===== config.mk =====
export PLATFORM = sky130hd
export DESIGN_NAME = buzzer_tone_gen
export DESIGN_NICKNAME = d
export VERILOG_FILES = /design/src/rtl/buzzer_tone_gen.sv
export SDC_FILE = /design/constraint.sdc
export NUM_CORES = 1
export LEC_CHECK = 0
export BUFFER_PORTS_ARGS = -buffer_cell sky130_fd_sc_hd__buf_2
export CAP_MARGIN = 20
export CORE_ASPECT_RATIO = 1.5
export CORE_MARGIN = 5
export CORE_UTILIZATION = 65
export DETAILED_ROUTE_END_ITERATION = 8
export HOLD_SLACK_MARGIN = 0.12
export PLACE_DENSITY_LB_ADDON = 0.3
export SLEW_MARGIN = 20
export SYNTH_ARGS = -nofsm -noshare
export SYNTH_HDL_FRONTEND = slang
export SYNTH_SLANG_ARGS = --single-unit

===== constraint.sdc =====
create_clock -name clk -period 5.95 [get_ports clk]
set_input_delay 1.785 -clock clk [delete_from_list [all_inputs] [get_ports clk]]
set_output_delay 1.785 -clock clk [all_outputs]
set_load 0.01 [all_outputs]

===== src/rtl/buzzer_tone_gen.sv =====
// rtl/buzzer_tone_gen.sv - square-wave buzzer driver with a silent articulation gap at every note start
module buzzer_tone_gen #(
    parameter int unsigned CLK_FREQ_HZ = 100_000_000,
    parameter int unsigned GAP_CYCLES  = 2_000_000,
    parameter int unsigned CNT_W       = 20
) (
    input  logic       clk,
    input  logic       reset,
    input  logic       enable,
    input  logic [3:0] note_in,
    input  logic [1:0] octave_in,
    input  logic       note_start,
    output logic       speaker,
    output logic       sounding
);

    localparam int unsigned GAP_W = (GAP_CYCLES > 1) ? $clog2(GAP_CYCLES) : 1;
    localparam logic [GAP_W-1:0] GAP_LOAD = GAP_W'(GAP_CYCLES - 1);

    // Mid-octave half periods in clock cycles, truncated.
    localparam logic [31:0] HALF_1 = CLK_FREQ_HZ / (2 * 262);
    localparam logic [31:0] HALF_2 = CLK_FREQ_HZ / (2 * 294);
    localparam logic [31:0] HALF_3 = CLK_FREQ_HZ / (2 * 330);
    localparam logic [31:0] HALF_4 = CLK_FREQ_HZ / (2 * 349);
    localparam logic [31:0] HALF_5 = CLK_FREQ_HZ / (2 * 392);
    localparam logic [31:0] HALF_6 = CLK_FREQ_HZ / (2 * 440);
    localparam logic [31:0] HALF_7 = CLK_FREQ_HZ / (2 * 494);

    typedef enum logic [1:0] {
        IDLE = 2'd0,
        GAP  = 2'd1,
        TONE = 2'd2
    } state_t;

    state_t           state;
    logic [CNT_W-1:0] cnt;
    logic [GAP_W-1:0] gap_cnt;
    logic [3:0]       note_q;
    logic [1:0]       octave_q;

    logic             playable;
    logic             change;
    logic             restart;
    logic [CNT_W-1:0] base;
    logic [CNT_W-1:0] half;

    always_comb begin
        playable = enable && (note_in >= 4'd1) && (note_in <= 4'd7);
        change   = playable && ({note_in, octave_in} != {note_q, octave_q});
        restart  = note_start || change;
    end

    // Pitch always comes from the latched note so input glitches cannot bend a tone.
    always_comb begin
        base = '0;
        case (note_q)
            4'd1:    base = HALF_1[CNT_W-1:0];
            4'd2:    base = HALF_2[CNT_W-1:0];
            4'd3:    base = HALF_3[CNT_W-1:0];
            4'd4:    base = HALF_4[CNT_W-1:0];
            4'd5:    base = HALF_5[CNT_W-1:0];
            4'd6:    base = HALF_6[CNT_W-1:0];
            4'd7:    base = HALF_7[CNT_W-1:0];
            default: base = '0;
        endcase
    end

    always_comb begin
        half = base;
        case (octave_q)
            2'd0:    half = base << 1;
            2'd2:    half = base >> 1;
            default: half = base;
        endcase
    end

    always_ff @(posedge clk or posedge reset) begin
        if (reset) begin
            state    <= IDLE;
            cnt      <= '0;
            gap_cnt  <= '0;
            note_q   <= '0;
            octave_q <= '0;
            speaker  <= 1'b0;
            sounding <= 1'b0;
        end else begin
            case (state)
                IDLE: begin
                    speaker  <= 1'b0;
                    sounding <= 1'b0;
                    if (playable) begin
                        note_q   <= note_in;
                        octave_q <= octave_in;
                        gap_cnt  <= GAP_LOAD;
                        state    <= GAP;
                    end
                end
                GAP, TONE: begin
                    if (!playable) begin
                        state    <= IDLE;
                        speaker  <= 1'b0;
                        sounding <= 1'b0;
                    end else if (restart) begin
                        // A strobe coinciding with a code change still yields a single gap.
                        note_q   <= note_in;
                        octave_q <= octave_in;
                        gap_cnt  <= GAP_LOAD;
                        state    <= GAP;
                        speaker  <= 1'b0;
                        sounding <= 1'b0;
                    end else if (state == GAP) begin
                        if (gap_cnt == '0) begin
                            cnt      <= '0;
                            state    <= TONE;
                            sounding <= 1'b1;
                        end else begin
                            gap_cnt <= gap_cnt - 1'b1;
                        end
                    end else begin
                        if (cnt == half - 1'b1) begin
                            speaker <= ~speaker;
                            cnt     <= '0;
                        end else begin
                            cnt <= cnt + 1'b1;
                        end
                    end
                end
                default: begin
                    state    <= IDLE;
                    speaker  <= 1'b0;
                    sounding <= 1'b0;
                end
            endcase
        end
    end

endmodule


==> flow_summary.json <==
{
  "cts_tree": "yes",
  "fp.dieH_um": 112,
  "hpwlAfterDp_mm": 7.94,
  "grt_pass1_vias": 4089,
  "drtAntennaViolNets": 0,
  "clock_latency_ns": 0.32,
  "holdBufCountCts": 0,
  "end_kind": "flop",
  "drc": 0,
  "yosysWarnings": 0,
  "finClkSkew_ns": 0.00807,
  "power_leakage_uw": 0.00175,
  "grt_pass1_wl_mm": 19.0,
  "syn_area_um2": 4460,
  "synth_top_area_share_pct": 28.6,
  "async_reset_ff_share_pct": 100,
  "clock_path_buffers": 2,
  "cts_htree_levels": 2,
  "multiInputGateArea_um2": 2850,
  "syn2layout_area_growth_pct": 1.32,
  "status": "completed",
  "antenna_found_initial": 0,
  "layout.cells.non_filler": 623,
  "path_max_fanout": 29,
  "postCtsResizedCells": 0,
  "holdCritStartpoint": "gap_cnt[20]",
  "synth_cell_type_count": 85,
  "rows": 37,
  "ys_seq_area_share_pct": 28.6,
  "synth_area_per_cell_um2": 8.00,
  "synth_commonest_cells": "nand2_1 (84), nor2_1 (55), dfrtp_1 (51), o21ai_0 (24), xnor2_1 (20)",
  "synth_area_leader_cell": "dfrtp_1",
  "rsz0062_at_grt": "no",
  "worst_slack_ns": 1.63,
  "postCtsSetupBuffers": 0,
  "cp_data_required_time_ns": 6.11,
  "yosysMostFrequentCell": "nand2_1",
  "drv_slew": 0,
  "cts.sinks": 51,
  "dieArea_um2": 8660,
  "clk_pin_slew_ns": 0.10,
  "rr_startpoint": "octave_q[0]",
  "root_buffer": "clkbuf_8",
  "core_area_um2": 6760,
  "totalWireLength_mm": 11.1,
  "relSlewSlack_pct": 40.6,
  "critPathKind": "reg2reg",
  "fill_cells": 552,
  "chipWidth_um": 77.7,
  "finalSetupTns_ns": 0,
  "setup_viol": 0,
  "synth_edf_count": 0,
  "ys_ff_latch": 51,
  "drv_cap": 0,
  "max-vdd-ir-drop_v": 0.000339,
  "postSynthCellCount": 558,
  "cp.arrival_ns": 4.47,
  "wire_per_inst_um": 17.8,
  "total_power_uw": 1840,
  "fmax_mhz": 232,
  "grt_use_total_pct": 26.1,
  "fin_crit_ns": 4.32,
  "overflow": 0,
  "gp_congestion": 0.892,
  "nNetsFinal": 561,
  "via_per_inst": 6.89,
  "dp.cells": 615,
  "worst_pin_slew_ns": 0.891,
  "p_per_area_nw_per_um2": 407,
  "drt_iter0_drc": 524,
  "regToRegSetupSlack_ns": 1.63,
  "synthFlopType": "dfrtp_1",
  "finalCritPeriodShare_pct": 72.6,
  "dr_total_vias": 4290,
  "synth.net_count": 575,
  "hold_violations": 0,
  "place_ws_ns": 1.63,
  "whs_ns": 0.498,
  "antennaDiodeCount": 0,
  "dr.pass1.iters": 6,
  "start_util_pct": 66.0,
  "crit_path_start": "octave_q[0]",
  "critPathLaunchType": "flop",
  "grt_max_degree": 52,
  "drive_gt1_share_pct": 10.3,
  "seqCellArea_um2": 1280,
  "cts_made_buffers": 5,
  "hp-class": "reg2reg",
  "portBuffers": 11,
  "io_pins": 12,
  "synthTopCellsByArea": "dfrtp_1 (29%), nand2_1 (7.1%), nor2_1 (4.6%), xnor2_1 (3.9%), buf_6 (3.0%)"
}
[kinds of logic after synthesis]
| kind of cell | synth area share [%] |
|---|---|
| compound gates | 23.0 |
| flops | 28.6 |
| buf+inv | 7.51 |
| mux | 1.93 |
| simple gates | 30.5 |
| fa+ha+maj | 1.96 |
| xor+xnor | 6.47 |
[cell usage in the layout (no fill, tap or decap), types with 8 or more instances in the layout]
| master | n |
|---|---|
| xnor2_1 | 20 |
| or3_1 | 8 |
| nand4_1 | 8 |
| o21ai_1 | 8 |
| a21oi_1 | 15 |
| nand2_1 | 84 |
| dfrtp_1 | 51 |
| o211ai_1 | 17 |
| o21ai_0 | 24 |
| a31oi_1 | 11 |
| buf_2 | 11 |
| nor2_1 | 55 |
| nor3_1 | 15 |
| inv_1 | 18 |
| o311ai_1 | 10 |
| nand3_1 | 15 |
| nand2b_1 | 8 |
| nor2b_1 | 10 |
| xor2_1 | 13 |
[final timing paths]
check                         endpoint  cells after the start
hold reg to reg            gap_cnt[20]                      1
min in group asynchronous       cnt[9]                      2
setup / recovery               cnt[10]                     11
max in group asynchronous  octave_q[0]                      2
hold / removal             gap_cnt[20]                      1
setup reg to reg               cnt[10]                     11
[per-layer routing]
metal,routed length [µm],global-route usage [%]
met1,4160,31.1
met2,5820,44.6
met3,493,2.83
met4,615,14.7
met5,0,0
[worst max-delay path: stages, from the launching register on]
cell and delay (ns):
dfrtp_1 0.72, or2_2 0.53, a31oi_1 0.31, or2_2 0.18, ha_1 0.23, o21ai_0 0.21
nor3_1 0.20, o21ai_0 0.11, mux2i_1 0.29, nand4b_4 0.32, o31ai_4 0.80, o211ai_1 0.23
[final cells by class]
type / count / share of cell area [%]
inverter: 19 / 1.60
tap: 78 / 2.16
timing repair buffer: 18 / 2.38
clock buffer: 5 / 1.52
clock inverter: 3 / 1.05
multi-input combinational: 449 / 63.1
sequential: 51 / 28.2
[flip-flops by register name, indices dropped and copies added, names as in the netlist]
name / count
sounding: 1
octave_q: 2
cnt: 20
state: 2
speaker: 1
gap_cnt: 21
note_q: 4
[where the power goes]
part | internal [µW] | leakage, µW | switching (µW)
combinational | 448 | 0.00105 | 657
sequential | 392 | 0.000642 | 93.0
clock | 128 | 0.0000587 | 124
[per-stage QoR]
step           util (%)  cell area [µm²]
5_1_grt            66.9             4520
3_3_place_gp       65.2             4410
4_1_cts            66.9             4520
6_report           66.9             4520
3_5_place_dp       65.2             4410
2_1_floorplan         -             4460
Power figures use the tool's default switching activity.
